===== src/rtl/instr_mem_pkg.sv =====
// Shared types for the instruction-memory responder: response record and word size.
package instr_mem_pkg;

    localparam int WORD_BYTES = 4;

    typedef struct packed {
        logic        valid;
        logic        err;
        logic [31:0] data;
    } resp_t;

    localparam resp_t RESP_IDLE = '{valid: 1'b0, err: 1'b0, data: 32'h0};

endpackage


===== src/rtl/resp_delay_line.sv =====
// Fixed-depth shift pipeline for responses; DEPTH=0 is a straight wire.
module resp_delay_line
    import instr_mem_pkg::*;
#(
    parameter int DEPTH = 0
) (
    input  logic  clk,
    input  logic  rst,
    input  resp_t in_resp,
    output resp_t out_resp
);

    generate
        if (DEPTH == 0) begin : g_pass
            logic unused_clk_rst;
            assign unused_clk_rst = clk ^ rst;
            assign out_resp       = in_resp;
        end else begin : g_pipe
            resp_t pipe [DEPTH];

            always_ff @(posedge clk or posedge rst) begin
                if (rst) begin
                    for (int i = 0; i < DEPTH; i++) pipe[i] <= RESP_IDLE;
                end else begin
                    pipe[0] <= in_resp;
                    for (int i = 1; i < DEPTH; i++) pipe[i] <= pipe[i-1];
                end
            end

            assign out_resp = pipe[DEPTH-1];
        end
    endgenerate

endmodule


===== src/rtl/instr_mem_responder.sv =====
// Instruction fetch responder: grants fetches, reads a 1-cycle SRAM, returns
// in-order responses exactly LATENCY cycles after each grant.
module instr_mem_responder
    import instr_mem_pkg::*;
#(
    parameter int          MEM_WORDS       = 1024,
    parameter logic [31:0] BASE_ADDR       = 32'h0,
    parameter int          LATENCY         = 1,
    parameter int          MAX_OUTSTANDING = 2
) (
    input  logic                         clk,
    input  logic                         rst,
    input  logic                         instr_req_i,
    input  logic [31:0]                  instr_addr_i,
    output logic                         instr_gnt_o,
    output logic                         instr_rvalid_o,
    output logic [31:0]                  instr_rdata_o,
    output logic                         instr_err_o,
    input  logic                         busy_i,
    output logic                         mem_en_o,
    output logic [$clog2(MEM_WORDS)-1:0] mem_addr_o,
    input  logic [31:0]                  mem_rdata_i
);

    localparam int                AW       = $clog2(MEM_WORDS);
    localparam int                CNT_W    = $clog2(MAX_OUTSTANDING + 1);
    localparam logic [CNT_W-1:0]  MAX_CNT  = CNT_W'(MAX_OUTSTANDING);
    // 33-bit end bound so a region touching 4 GiB cannot wrap to zero
    localparam logic [32:0]       END_ADDR = {1'b0, BASE_ADDR} + 33'(WORD_BYTES * MEM_WORDS);

    logic [31:0]      offset;
    logic             in_range;
    logic [CNT_W-1:0] outstanding;
    logic             s1_valid;
    logic             s1_err;
    resp_t            s1_resp;
    resp_t            out_resp;

    assign offset   = instr_addr_i - BASE_ADDR;
    assign in_range = (instr_addr_i >= BASE_ADDR) && ({1'b0, instr_addr_i} < END_ADDR);

    // A response leaving this cycle frees its slot, so a full window can still grant.
    assign instr_gnt_o = instr_req_i & ~busy_i & ~rst &
                         ((outstanding < MAX_CNT) | instr_rvalid_o);
    assign mem_en_o    = instr_gnt_o & in_range;
    assign mem_addr_o  = AW'(offset >> $clog2(WORD_BYTES));

    always_ff @(posedge clk or posedge rst) begin
        if (rst) begin
            s1_valid <= 1'b0;
            s1_err   <= 1'b0;
        end else begin
            s1_valid <= instr_gnt_o;
            s1_err   <= instr_gnt_o & ~in_range;
        end
    end

    // SRAM data is only trusted the cycle after the read; it is sampled here.
    assign s1_resp = '{valid: s1_valid,
                       err:   s1_err,
                       data:  (s1_valid & ~s1_err) ? mem_rdata_i : 32'h0};

    resp_delay_line #(
        .DEPTH (LATENCY - 1)
    ) u_delay (
        .clk      (clk),
        .rst      (rst),
        .in_resp  (s1_resp),
        .out_resp (out_resp)
    );

    assign instr_rvalid_o = out_resp.valid;
    assign instr_err_o    = out_resp.valid & out_resp.err;
    assign instr_rdata_o  = (out_resp.valid & ~out_resp.err) ? out_resp.data : 32'h0;

    always_ff @(posedge clk or posedge rst) begin
        if (rst) begin
            outstanding <= '0;
        end else begin
            case ({instr_gnt_o, instr_rvalid_o})
                2'b10:   outstanding <= outstanding + 1'b1;
                2'b01:   outstanding <= outstanding - 1'b1;
                default: outstanding <= outstanding;
            endcase
        end
    end

endmodule


===== config.mk =====
export PLATFORM = sky130hd
export DESIGN_NAME = instr_mem_responder
export DESIGN_NICKNAME = d
export VERILOG_FILES = /design/src/rtl/instr_mem_pkg.sv /design/src/rtl/resp_delay_line.sv /design/src/rtl/instr_mem_responder.sv
export SDC_FILE = /design/constraint.sdc
export NUM_CORES = 1
export LEC_CHECK = 0
export CAP_MARGIN = 20
export CORE_MARGIN = 10
export CORE_UTILIZATION = 18
export CTS_CLUSTER_DIAMETER = 100
export DETAILED_ROUTE_END_ITERATION = 10
export PLACE_DENSITY = 0.79
export SKIP_CTS_REPAIR_TIMING = 1
export SYNTH_ARGS = -nofsm -noshare
export SYNTH_HDL_FRONTEND = slang
export SYNTH_SLANG_ARGS = --single-unit

===== constraint.sdc =====
create_clock -name clk -period 1.77 [get_ports clk]
set_input_delay 0.2655 -clock clk [delete_from_list [all_inputs] [get_ports clk]]
set_output_delay 0.2655 -clock clk [all_outputs]
set_load 0.005 [all_outputs]

==> results.txt, run 1 <==
The flow ran to the end, and the final reports show no timing, DRC or antenna violations. The floorplan step set the die height to 75.2 um. The clock root buffer is sky130_fd_sc_hd__clkbuf_4. In this run the tightest slew margin relative to its limit is 0.819. Along the worst path, the maximum fanout reaches 2. The clock period could shrink to 1.72 ns. The flop-to-flop setup slack came out at 0.36 ns. When the netlist entered floorplanning its net count stood at 139. At the pin with the least slew margin, the transition time is 0.269 ns. The number of failing hold endpoints at the final stage came to 0.

The met3 capacity usage during global routing is 0.0512. The accumulated negative setup slack is 0 ns. The overall die width is 75.2 um. The routability congestion estimate from global placement came out at 0.698. The die area came out at 5650 um^2.

The total detailed-routing wirelength is 3160 um. Of the total power, registers draw 0.243. The area of the mapped netlist came out at 548 um^2. The commonest cells after synthesis are 33 x sky130_fd_sc_hd__and2_1, 10 x sky130_fd_sc_hd__buf_4, 4 x sky130_fd_sc_hd__dfrtp_1. The dominant register cell in the synthesized netlist is sky130_fd_sc_hd__dfrtp_1. The worst clock skew came out at 0.00215 ns. The total CTS buffers is 3. The number of nets in the layout came out at 229.

The cell type with the highest aggregate area in the netlist is sky130_fd_sc_hd__and2_1. Across the VDD grid, the largest voltage drop is 0.339 mV. The multi-input logic area is 358 um^2. The internal cell power came out at 421 uW. Dividing the detail-routed wire length by the instance count gives 16.7 um.

The later-pin clock latency in the skew report is 0.24 ns. The number of input and output port buffers inserted came out at 91. The gate count of the mapped netlist is 70. In this run the most used layer during global routing was met2.

The class of the worst hold path is in -> async. The maximum achievable frequency is 582 MHz. After floorplanning, the core was divided into 19 placement rows. The initial utilization of the core area, before any placement, comes to 0.194. The terminus of the critical flop-to-flop path is outstanding[1]. The total of warnings raised by yosys is 0.

The largest net degree at the start of global routing is 33. The number of H-tree levels came out at 1. Across the whole layout, storage elements account for 100 um^2. The via density per instance is 4.17. The count of distinct cell types in the synthesized netlist is 17. The post-detailed-route count of antenna-violating nets came out at 0.

The maximum cell stage delay along the critical path came out at 0.42 ns. The I/O pin count came out at 114. The number of violations reported at the end of detailed-routing iteration 0 came out at 18.

The count of max-cap constraint violations came out at 0. The fraction of power spent switching nets came out at 0.264. In this run the cell area measured after placement is 1450 um^2. The sequential share of the synthesized area came out at 0.183.

The global-route usage over all layers is 0.0990. The fraction of registers with async set/reset is 1.00. Of the total power, the clock network draws 0.202. The total inserted antenna cells came out at 0. The critical path start-end classification is in -> out. Tracing the worst setup path back leads to its startpoint at instr_addr_i[16]. The power per cell area came out at 360 nW/um^2. The critical path goes through clkdlybuf4s50_1 -> nor4_2 -> nand3_1 -> nor3_2 -> dlymetal6s2s_1. In the post-synthesis netlist, the biggest area contributors are sky130_fd_sc_hd__and2_1 38%, sky130_fd_sc_hd__dfrtp_1 18%, sky130_fd_sc_hd__buf_4 14%.

The final core utilization came out at 0.561. The number of detailed-route iterations in the first pass came out at 2. The clock transition time at the flip-flop clock pins of the worst setup and hold paths came out at 0.04 ns. In this run the static leakage power is 1.20 nW. In this run the power spent charging and discharging nets is 151 uW. By instance count, the leading cell after synthesis is sky130_fd_sc_hd__and2_1. The max-slew violation count came out at 0. Setup repair after global routing could not meet its margin everywhere. In the global route stage, met2 resource usage came out at 0.188. The number of flops mapped to enable cells by yosys is 0. The maximum count of clock buffers along a single path is 2.

In this run, synthesis produced a sequential element count of 4. The portion of total power attributed to combinational logic is 0.555. Clock tree synthesis found a total of 4 sinks. The slowest stage of the critical path is the sky130_fd_sc_hd__clkdlybuf4s50_1 cell. The post-synthesis area per instance is 7.83 um^2. The first global-routing pass estimated 4200 um of wire. The met1 usage in global routing is 0.0894. The total overflow left after global routing is 0. The setup-violating endpoint count in the final report is 0. The core area is 2830 um^2.

The share of Yosys cell area claimed by the top area cell type is 0.377. The number of buffers and inverters on the critical path is 2. The final-layout fill cell count came out at 237. The worst register-to-register path begins at s1_valid. The proportion of layout cells with a drive suffix above 1 is 0.101. Summed over all nets, the half-perimeter wirelength after detailed placement is 2760 um. TritonCTS built the clock tree. The worst setup path is captured at an output pin.

The data arrival time at the worst-slack endpoint came out at 1.45 ns. STA puts the critical path data required time at 1.50 ns. In the finished design, the share of the clock period the worst path needs comes to 0.970.

Once layout is done, the placed cells without fillers occupy 1590 um^2. The initial antenna violation count is 0. For this run, design rule violations remaining after detail routing come to 0. Summing over every cut layer, the via total after detailed routing is 789.

The launching element type of the critical path is an input pin. The via count of the first global-routing pass came to 800. The cell family contributing the most delay on the critical path is simple AND/OR/NAND/NOR gates. The synthesis-to-finish area growth came out at 190%. For the worst flop-to-flop path, the logic depth is 6.
## state kept, by name (all words and copies together) (netlist names)
signal       count
s1_err           1
outstanding      2
s1_valid         1
## area by class of cell
type                    instances  area share
multi-input cells              51       0.225
clock buffers                   3      0.0142
inverters                       2     0.00473
well taps                      31      0.0244
flip-flops and latches          4      0.0630
repair buffers                 98       0.668
## cells in the final DEF (no fill, tap or decap), drive strengths merged, types with 2 or more instances in the layout
| master | count |
|---|---|
| dfrtp | 4 |
| nor4 | 5 |
| xnor2 | 2 |
| nor2 | 2 |
| clkdlybuf4s50 | 57 |
| nand3 | 2 |
| dlymetal6s2s | 34 |
| buf | 7 |
| clkbuf | 3 |
| and2 | 33 |
| inv | 2 |
## cell families (layout without fill, tap and decap cells)
logic type                 after synthesis  after routing  synth area share
buffers and inverters                   15            103             0.178
AOI/OAI and AO/OA                        1              1            0.0183
and+or+nand+nor                         46             46             0.550
DFF                                      4              4             0.183
adders and majority gates                1              1            0.0228
xor gates and xnor gates                 3              3            0.0480
## power by group through the flow
stage	clock [mW]	sequential (mW)	combinational (mW)
finish	0.115	0.139	0.318
global route	0.133	0.142	0.345
CTS	0.124	0.139	0.324
detailed placement	0	0.141	0.322
global placement	0	0.139	0.315
floorplan	0	0.139	0.117
## worst max-delay path by stage
stage                     end  slack [ns]  depth (start not counted)
2_1_floorplan  outstanding[1]        0.49                          5
4_1_cts              mem_en_o       -0.37                          5
3_3_place_gp         mem_en_o       -0.30                          5
3_5_place_dp         mem_en_o       -0.36                          5
6_report             mem_en_o        0.05                          5
5_1_grt              mem_en_o       -0.07                          5
## layer usage
layer  vias up  wire length (um)
li1        387                 -
met1       341              1200
met2        59              1590
met3         2               333
met4         0                32
met5         -                 0
## stage by stage
step	hold WS [ns]	std cells	power, mW	setup slack (ns)
2_1_floorplan	0.0316	70	0.256	0.485
3_3_place_gp	0.457	183	0.455	-0.302
3_5_place_dp	0.464	183	0.462	-0.356
4_1_cts	0.235	186	0.588	-0.372
5_1_grt	0.263	189	0.620	-0.0666
6_report	0.269	189	0.572	0.0529
(Power assumes the default switching activity.)
==> run 2: changes to the inputs <==
--- a/config.mk
+++ b/config.mk
@@ -5,7 +5,6 @@
 export SDC_FILE = /design/constraint.sdc
 export NUM_CORES = 1
 export LEC_CHECK = 0
-export CAP_MARGIN = 20
 export CORE_MARGIN = 10
 export CORE_UTILIZATION = 18
 export CTS_CLUSTER_DIAMETER = 100
==> results of run 2 <==
The final DEF is identical to that of run 1; final timing and power are the same.
